--- src/rtl/uart_tx_serializer_if.sv ---
// Bus bundle between the UART TX serializer, the 16x9 TX FIFO and the UART control registers.
interface uart_tx_serializer_if #(
   parameter int DIV_W = 16
);
   logic             Enable;
   logic [DIV_W-1:0] BaudDiv;
   logic [1:0]       DataBits;
   logic [1:0]       ParityMode;
   logic             TwoStop;
   logic             FifoEmpty;
   logic [8:0]       FifoData;
   logic             FifoRead;
   logic             Tx;
   logic             Busy;
   logic             FrameDone;

   modport master (
      output Enable, BaudDiv, DataBits, ParityMode, TwoStop, FifoEmpty, FifoData,
      input  FifoRead, Tx, Busy, FrameDone
   );

   modport slave (
      input  Enable, BaudDiv, DataBits, ParityMode, TwoStop, FifoEmpty, FifoData,
      output FifoRead, Tx, Busy, FrameDone
   );
endinterface

--- src/rtl/uart_tx_serializer.sv ---
// UART transmit engine: drains the TX FIFO one word per frame and serialises it onto Tx.
// Optional line-break state is built only when UART_TX_BREAK_EN is defined.
module uart_tx_serializer #(
   parameter int DIV_W = 16
) (
   input  logic                Clock,
   input  logic                Reset_n,
`ifdef UART_TX_BREAK_EN
   input  logic                Break,
`endif
   uart_tx_serializer_if.slave bus
);

`ifdef UART_TX_BREAK_EN
   typedef enum logic [2:0] {
      S_IDLE, S_FETCH, S_LOAD, S_START, S_DATA, S_PARITY, S_STOP, S_BREAK
   } state_t;
`else
   typedef enum logic [2:0] {
      S_IDLE, S_FETCH, S_LOAD, S_START, S_DATA, S_PARITY, S_STOP
   } state_t;
`endif

   state_t           r_state;
   state_t           w_state_nxt;
   logic [DIV_W-1:0] r_div;
   logic [DIV_W-1:0] r_cnt;
   logic [2:0]       r_idx;
   logic             r_stop_idx;
   logic [7:0]       r_shift;
   logic [7:0]       w_shift_nxt;
   logic [1:0]       r_dbits;
   logic [1:0]       r_pmode;
   logic             r_two_stop;
   logic             r_par_bit;
   logic             r_tx;
   logic             r_fifo_read;
   logic             w_bit_end;
   logic             w_last_data;
   logic             w_last_stop;
   logic             w_start_ok;
   logic             w_timed;
   logic             w_frame_done;
   logic             w_tx_nxt;

   // Parity / 9th bit for the frame; bits above the active width are masked out.
   function automatic logic f_parity_bit(input logic [8:0] data,
                                         input logic [1:0] dbits,
                                         input logic [1:0] pmode);
      logic [7:0] mask;
      logic       x;
      mask = 8'hFF >> (2'd3 - dbits);
      x    = ^(data[7:0] & mask);
      case (pmode)
         2'b01:   f_parity_bit = x;
         2'b10:   f_parity_bit = ~x;
         2'b11:   f_parity_bit = data[8];
         default: f_parity_bit = 1'b0;
      endcase
   endfunction

   assign w_bit_end   = (r_cnt == r_div);
   assign w_last_data = (r_idx == ({1'b0, r_dbits} + 3'd4));
   assign w_last_stop = (r_stop_idx == r_two_stop);
   assign w_start_ok  = bus.Enable && !bus.FifoEmpty;
   assign w_timed     = (r_state == S_START) || (r_state == S_DATA) ||
                        (r_state == S_PARITY) || (r_state == S_STOP);

   always_ff @(posedge Clock or negedge Reset_n) begin
      if (!Reset_n) r_state <= S_IDLE;
      else          r_state <= w_state_nxt;
   end

   always_comb begin
      w_state_nxt  = r_state;
      w_frame_done = 1'b0;
      case (r_state)
         S_IDLE: begin
            if (w_start_ok) w_state_nxt = S_FETCH;
`ifdef UART_TX_BREAK_EN
            if (Break) w_state_nxt = S_BREAK;
`endif
         end
         S_FETCH: w_state_nxt = S_LOAD;
         S_LOAD:  w_state_nxt = S_START;
         S_START: if (w_bit_end) w_state_nxt = S_DATA;
         S_DATA: begin
            if (w_bit_end && w_last_data)
               w_state_nxt = (r_pmode != 2'b00) ? S_PARITY : S_STOP;
         end
         S_PARITY: if (w_bit_end) w_state_nxt = S_STOP;
         S_STOP: begin
            if (w_bit_end && w_last_stop) begin
               w_frame_done = 1'b1;
               w_state_nxt  = w_start_ok ? S_FETCH : S_IDLE;
`ifdef UART_TX_BREAK_EN
               if (Break) w_state_nxt = S_BREAK;
`endif
            end
         end
`ifdef UART_TX_BREAK_EN
         S_BREAK: if (!Break) w_state_nxt = S_IDLE;
`endif
         default: w_state_nxt = S_IDLE;
      endcase
   end

   // Tx is registered from the next state so the line changes exactly with the state.
   always_comb begin
      w_shift_nxt = r_shift;
      if (r_state == S_LOAD)
         w_shift_nxt = bus.FifoData[7:0];
      else if ((r_state == S_DATA) && w_bit_end)
         w_shift_nxt = {1'b0, r_shift[7:1]};

      w_tx_nxt = 1'b1;
      case (w_state_nxt)
         S_START:  w_tx_nxt = 1'b0;
         S_DATA:   w_tx_nxt = w_shift_nxt[0];
         S_PARITY: w_tx_nxt = r_par_bit;
`ifdef UART_TX_BREAK_EN
         S_BREAK:  w_tx_nxt = 1'b0;
`endif
         default:  w_tx_nxt = 1'b1;
      endcase
   end

   always_ff @(posedge Clock or negedge Reset_n) begin
      if (!Reset_n) begin
         r_tx        <= 1'b1;
         r_fifo_read <= 1'b0;
         r_shift     <= '0;
         r_cnt       <= '0;
         r_idx       <= '0;
         r_stop_idx  <= 1'b0;
         r_div       <= '0;
         r_dbits     <= '0;
         r_pmode     <= '0;
         r_two_stop  <= 1'b0;
         r_par_bit   <= 1'b0;
      end else begin
         r_tx        <= w_tx_nxt;
         r_fifo_read <= (w_state_nxt == S_FETCH);
         r_shift     <= w_shift_nxt;

         // Frame configuration is frozen here until the next word is loaded.
         if (r_state == S_LOAD) begin
            r_div      <= (bus.BaudDiv == '0) ? DIV_W'(1) : bus.BaudDiv;
            r_dbits    <= bus.DataBits;
            r_pmode    <= bus.ParityMode;
            r_two_stop <= bus.TwoStop;
            r_par_bit  <= f_parity_bit(bus.FifoData, bus.DataBits, bus.ParityMode);
         end

         if (w_timed) r_cnt <= w_bit_end ? '0 : r_cnt + DIV_W'(1);
         else         r_cnt <= '0;

         if (r_state != S_DATA) r_idx <= '0;
         else if (w_bit_end)    r_idx <= w_last_data ? 3'd0 : r_idx + 3'd1;

         if (r_state != S_STOP) r_stop_idx <= 1'b0;
         else if (w_bit_end)    r_stop_idx <= ~r_stop_idx;
      end
   end

   assign bus.Tx        = r_tx;
   assign bus.FifoRead  = r_fifo_read;
   assign bus.Busy      = (r_state != S_IDLE);
   assign bus.FrameDone = w_frame_done;

endmodule

--- src/flat_wrapper.sv ---
// flat-port wrapper written by rule: the top's interface ports become plain ports
module uart_tx_serializer_flat 
#(
   parameter int DIV_W = 16
)
  (Clock, Reset_n, bus_Enable, bus_BaudDiv, bus_DataBits, bus_ParityMode, bus_TwoStop, bus_FifoEmpty, bus_FifoData, bus_FifoRead, bus_Tx, bus_Busy, bus_FrameDone);
  uart_tx_serializer_if #(.DIV_W(DIV_W)) bus_i ();
  input  logic Clock;
  input  logic Reset_n;
  input wire logic [$bits(bus_i.Enable)-1:0] bus_Enable;
  input wire logic [$bits(bus_i.BaudDiv)-1:0] bus_BaudDiv;
  input wire logic [$bits(bus_i.DataBits)-1:0] bus_DataBits;
  input wire logic [$bits(bus_i.ParityMode)-1:0] bus_ParityMode;
  input wire logic [$bits(bus_i.TwoStop)-1:0] bus_TwoStop;
  input wire logic [$bits(bus_i.FifoEmpty)-1:0] bus_FifoEmpty;
  input wire logic [$bits(bus_i.FifoData)-1:0] bus_FifoData;
  output wire logic [$bits(bus_i.FifoRead)-1:0] bus_FifoRead;
  output wire logic [$bits(bus_i.Tx)-1:0] bus_Tx;
  output wire logic [$bits(bus_i.Busy)-1:0] bus_Busy;
  output wire logic [$bits(bus_i.FrameDone)-1:0] bus_FrameDone;
  assign bus_i.Enable = bus_Enable;
  assign bus_i.BaudDiv = bus_BaudDiv;
  assign bus_i.DataBits = bus_DataBits;
  assign bus_i.ParityMode = bus_ParityMode;
  assign bus_i.TwoStop = bus_TwoStop;
  assign bus_i.FifoEmpty = bus_FifoEmpty;
  assign bus_i.FifoData = bus_FifoData;
  assign bus_FifoRead = bus_i.FifoRead;
  assign bus_Tx = bus_i.Tx;
  assign bus_Busy = bus_i.Busy;
  assign bus_FrameDone = bus_i.FrameDone;
  uart_tx_serializer #(.DIV_W(DIV_W)) u_core (.Clock(Clock), .Reset_n(Reset_n), .bus(bus_i));
endmodule
--- config.mk ---
export PLATFORM = sky130hd
export DESIGN_NAME = uart_tx_serializer_flat
export DESIGN_NICKNAME = d
export VERILOG_FILES = /design/src/rtl/uart_tx_serializer_if.sv /design/src/rtl/uart_tx_serializer.sv /design/src/flat_wrapper.sv
export SDC_FILE = /design/constraint.sdc
export NUM_CORES = 1
export LEC_CHECK = 0
export ABC_CLOCK_PERIOD_IN_PS = 2400
export CORE_UTILIZATION = 50
export DETAILED_ROUTE_END_ITERATION = 8
export PLACE_DENSITY = 0.81
export SLEW_MARGIN = 20
export SYNTH_ARGS = -nofsm -noshare
export SYNTH_HDL_FRONTEND = slang
export SYNTH_SLANG_ARGS = --single-unit
--- constraint.sdc ---
create_clock -name Clock -period 2.4 [get_ports Clock]
set_input_delay 0.48 -clock Clock [delete_from_list [all_inputs] [get_ports Clock]]
set_output_delay 0.48 -clock Clock [all_outputs]
set_load 0.03 [all_outputs]
# After elaboration in Yosys (flattened, before gate mapping)
# Index checks and enable logic that the tools add are counted.
[op_classes]
n_eq_ne = 18
n_bitwise = 3
mux = 22
n_shift = 1
reduce_logical = 16
add_sub_neg = 4
[ops]
columns = ["cell", "n"]
rows = [
  ["$mux 16", 3],
  ["$mux 3", 8],
  ["$pmux 3 s7", 1],
  ["$add 16x1->16 const B", 1],
  ["$eq 16x16->1", 1],
  ["$logic_not 16->1", 1],
  ["$mux 8", 2],
  ["$eq 3x3->1 const B", 5],
  ["$eq 3x2->1 const B", 3],
  ["$and 8x8->8", 1],
  ["$reduce_bool 2->1", 4],
  ["$reduce_xor 8->1", 1],
  ["$shr 8x2->8 const A", 1],
  ["$eq 3x1->1 const B", 2],
  ["$ne 3x3->1 const B", 2],
  ["$pmux 1 s3", 2],
  ["$mux 1", 5],
  ["$eq 2x2->1 const B", 2],
  ["$logic_and 1x1->1", 4],
  ["$add 2x3->3 const B", 1],
  ["$add 3x1->3 const B", 1],
  ["$eq 3x3->1", 1],
  ["$logic_not 3->1", 1],
  ["$logic_or 1x1->1", 3],
  ["other kinds (7)", 8],
]
[totals]
in_bits = 34
output_inout_bits = 4
wordCells = 77
ff_bits = 55

# Longest topological paths before layout
[logic_depth]
word_depth = 7
depth_mapped = 7

# Worst setup path before layout
# OpenSTA, ideal clock, no wires.
[synth_timing]
path_kind = "register to output"
from = "register u_core.r_cnt[8]"
to = "output port bus_FrameDone"
path_stages_with_launch = 6
setup_slack_ns = -0.223
t_arrival_ns = 2.143
path_cell_list = "dfrtp_1 > xor2_1 > nor4_2 > nand4_1 > buf_6 > nor4_1"
[synth_via]
elab_chain_len = 4
[synth_rtl]
columns = ["element", "line_no", "text"]
rows = [
  ["start, declared", "uart_tx_serializer.sv:27", "logic [DIV_W-1:0] r_cnt;"],
  ["start signal, assigned", "uart_tx_serializer.sv:155", "if (w_timed) r_cnt <= w_bit_end ? '0 : r_cnt + DIV_W'(1);"],
  ["$eq 16x16->1", "uart_tx_serializer.sv:62", "assign w_bit_end = (r_cnt == r_div);"],
  ["$logic_and 1x1->1", "uart_tx_serializer.sv:93", "if (w_bit_end && w_last_stop) begin"],
  ["$mux 1", "uart_tx_serializer.sv:93", ""],
  ["$mux 1", "uart_tx_serializer.sv:77", "case (r_state)"],
  ["end, declared", "flat_wrapper.sv:20", "output wire logic [$bits(bus_i.FrameDone)-1:0] bus_FrameDone;"],
]
# No other way between the ends.

# Final worst setup path
# Ends and elaborated chain as after synthesis.

==> summary.md <==
| Metric | Value |
|---|---|
| Status | finished clean |
| Synth Warn # | 0 |
| Pin count of the biggest net entering global routing | 56 |
| Bufs on Longest Clock Path | 2 |
| Clock sink count | 55 |
| Initial Util | 0.5174 |
| Hold Fails Final Rpt | 0 |
| Max-slew violations | 0 |
| Via density | 5.360 |
| Critical path's slowest cell | dfrtp_2 |
| Core Util, Final | 0.6321 |
| Comb power frac | 0.260 |
| Internal | 1.617 mW |
| Synth Cell Area | 0.002849 mm² |
| WL final | 6131 µm |
| RSZ-0062 raised after global routing | yes |
| Core box area | 0.005507 mm² |
| Placed Cells | 420 |
| Crit start category | register |
| Max incr delay on CP | ~460 ps |
| Syn_area_per_cell | 9.250 µm² |
| Worst-Margin Slew | 410.3 ps |
| Initial antenna violation count | 0 |
| Die width | 77.49 µm |
| Sequential area share after synthesis | 0.4835 |
| DRT antenna net count | 0 |
| Cts hold-fix bufs | 0 |
| Worst path cell trace | xor2_1 -> nor4_2 -> nand4_1 -> nor4_2 -> buf_4 |
| Total track usage | 0.2253 |
| PnR worst setup slack | 76.34 ps |
| EDFF count, synth | 0 |
| DP HPWL | 4487 µm |
| NetSw | roughly 0.76 mW |
| Max frequency | 430.4 MHz |
| Reg-to-Reg Start | u_core.r_cnt[8] |
| Top-Level Pins | 38 |
| Sequential power share | 0.529 |
| Number of global-route vias before repair | 2,221 |
| Power consumption | 2.381 mW |
| Crit path to | bus_FrameDone |
| Vias | between 2,000 and 2,500 |
| Clock Power Share | 0.211 |
| Site Rows | 27 |
| Max Cap Viol | 0 |
| Crit. Startpoint | u_core.r_cnt[8] |
| Post-Synthesis Cells | 308 |
| Clock-pin slew on the worst setup and hold paths | 100 ps |
| Share of the synthesized area in the top cell type | 0.4743 |
| Avg WL per Cell | 14.26 µm |
| Asr flop ratio synth | 1.000 |
| CTS tree | built |
| Slew headroom | 0.7240 |
| Post-synth top flop | dfrtp_1 |
| Starting DRC count in detailed routing | 230 |
| Crit path DAT | 1840 ps |
| DRC viols | 0 |
| Routability cong. | between 0.8 and 0.9 |
| Clock latency on the worst-skew pair | 310 ps |
| Worst min path class | input port to async pin |
| Critical Path End Type | primary output |
| First-pass GRT wire length | 10,560 µm |
| Period utilisation layout | 0.9682 |
| Final #Nets | 393 |
| Cts bufs inserted | 5 |
| Top cells by area, synth | dfrtp_1 (47%), nand2_1 (10%), xor2_1 (8.6%) |
| Power Dens Cells | 684.0 mW/mm² |
| N_diodes | 0 |
| Die Area | around 0.0060 mm² |
| Switching Share | 0.3207 |
| Non-Filler Instances | 430 |
| Mapped Nets | 344 |
| Worst setup path class | register to primary output |
| FF-to-FF End | u_core.bus.FifoRead |
| Max VDD drop | 0.4956 mV |
| First-pass iteration count of the detailed router | 4 |
| Port bufs | 37 |
| Synthesis-to-finish area growth | 22.18% |
| H-tree depth | 2 |
| Worst R2R Path Depth | 9 |
| Fin crit period | about 2300 ps |
| # setup viols final | 0 |
| Clock skew | 14.99 ps |
| Share of cells above drive strength 1 | 0.1145 |
| Pre-CTS WS | about 180 ps |
| Flops & latches, synth | 55 |
| Synth unique cells | 40 |
| GR Overflow Total | 0 |
| Max Fanout on Critical Path | 5 |
| Leak | 1.607 nW |
| CTS Root Cell | clkbuf_8 |
| CP required | 1920 ps |
| Post-synth top area cell | dfrtp_1 |
| Crit-path most repeated cell | nor4_2 |
| Reg2Reg Setup Slack | 160 ps |
| Die Height | 77.49 µm |
-- kinds of logic after synthesis --
group | share of synthesized area
AOI/OAI and AO/OA | 0.07642
xor gates and xnor gates | 0.1291
adders and majority gates | 0.008782
buffers and inverters | 0.03249
DFF | 0.4835
muxes | 0.02503
and+or+nand+nor | 0.2446
-- power by group through the flow --
stage | combinational [mW] | clock (mW) | sequential, mW
2_1_floorplan | 0.377 | 0 | 1.26
3_5_place_dp | 0.618 | 0 | 1.27
6_report | 0.619 | 0.502 | 1.26
5_1_grt | 0.698 | 0.551 | 1.28
4_1_cts | 0.625 | 0.510 | 1.26
3_3_place_gp | 0.588 | 0 | 1.27
-- routing by layer --
layer  vias to the layer above  GRT usage  wire length [µm]
met5                         -          0                 0
met3                        10    0.03647               190
met2                        55     0.3478              2945
li1                       1126          -                 -
met4                         0    0.07736               105
met1                      1114     0.3223              2890
-- synthesized netlist by cell type (3+ instances only) --
cell type / number
xnor2_1: 14
dfrtp_1: 54
nand2b_1: 5
nand4_1: 3
nor4_2: 4
o21ai_0: 12
nor4_1: 5
and3_1: 3
xor2_1: 28
nor2_1: 26
mux2i_1: 6
nor3_1: 9
nand2_1: 79
a21oi_1: 8
clkbuf_1: 4
nand3_1: 10
inv_1: 6
-- worst min-delay path by stage --
stage                      startpoint                   to  slack, ps  depth (start not counted)
global route                  Reset_n      u_core.r_cnt[9]        160                          2
global placement    u_core.r_pmode[1]    u_core.r_pmode[1]        460                          2
CTS                           Reset_n      u_core.r_idx[0]        160                          2
floorplan                     Reset_n  u_core.bus.FifoRead        180                          0
detailed placement  u_core.r_pmode[1]    u_core.r_pmode[1]        480                          2
finish                        Reset_n      u_core.r_idx[2]        140                          2
-- critical path, delay by kind of cell, from the launching register on --
family	cells	cell delay (ps)
xor+xnor	1	160
buf+inv	1	210
flops	1	460
simple gates	3	700
-- cell usage in the layout, fill, tap and decap left out, drive strengths merged, types with 3 or more instances in the layout --
cell / n
a21oi: 8
and3: 3
buf: 19
clkbuf: 6
clkdlybuf4s50: 35
dfrtp: 54
inv: 6
mux2i: 6
nand2: 80
nand2b: 5
nand3: 10
nand4: 3
nor2: 26
nor3: 9
nor4: 9
o21ai: 12
xnor2: 14
xor2: 28
-- cell type report --
class	count	area (µm²)
multi-input cells	235	1400
flip-flops and latches	55	1380
well taps	72	90.09
clock inverters	2	12.51
clock buffers	6	72.57
repair buffers	54	503.0
fillers	454	2026
inverters	6	22.52
-- flip-flops by register name (all words and copies together) (netlist names) --
register and count:
u_core.bus.FifoRead 1, u_core.bus.Tx 1, u_core.r_cnt 16, u_core.r_dbits 2, u_core.r_div 16, u_core.r_idx 3
u_core.r_par_bit 1, u_core.r_pmode 2, u_core.r_shift 8, u_core.r_state 3, u_core.r_stop_idx 1, u_core.r_two_stop 1
-- repair_timing --
item | in CTS | in global routing
resized for setup | 0 | 4
pin swaps | 2 | 1
setup endpoints to repair | 1 | 2
setup buffers | 1 | 1
-- metrics by stage --
step | hold slack, ps | setup TNS (ps) | area (µm²)
2_1_floorplan | 184.4 | 0 | 2855
3_3_place_gp | 463.8 | 0 | 3366
3_5_place_dp | 476.3 | 0 | 3366
4_1_cts | 156.5 | 0 | 3458
5_1_grt | 155.3 | -60.15 | 3481
6_report | 139.8 | 0 | 3481
(Power assumes the default switching activity.)
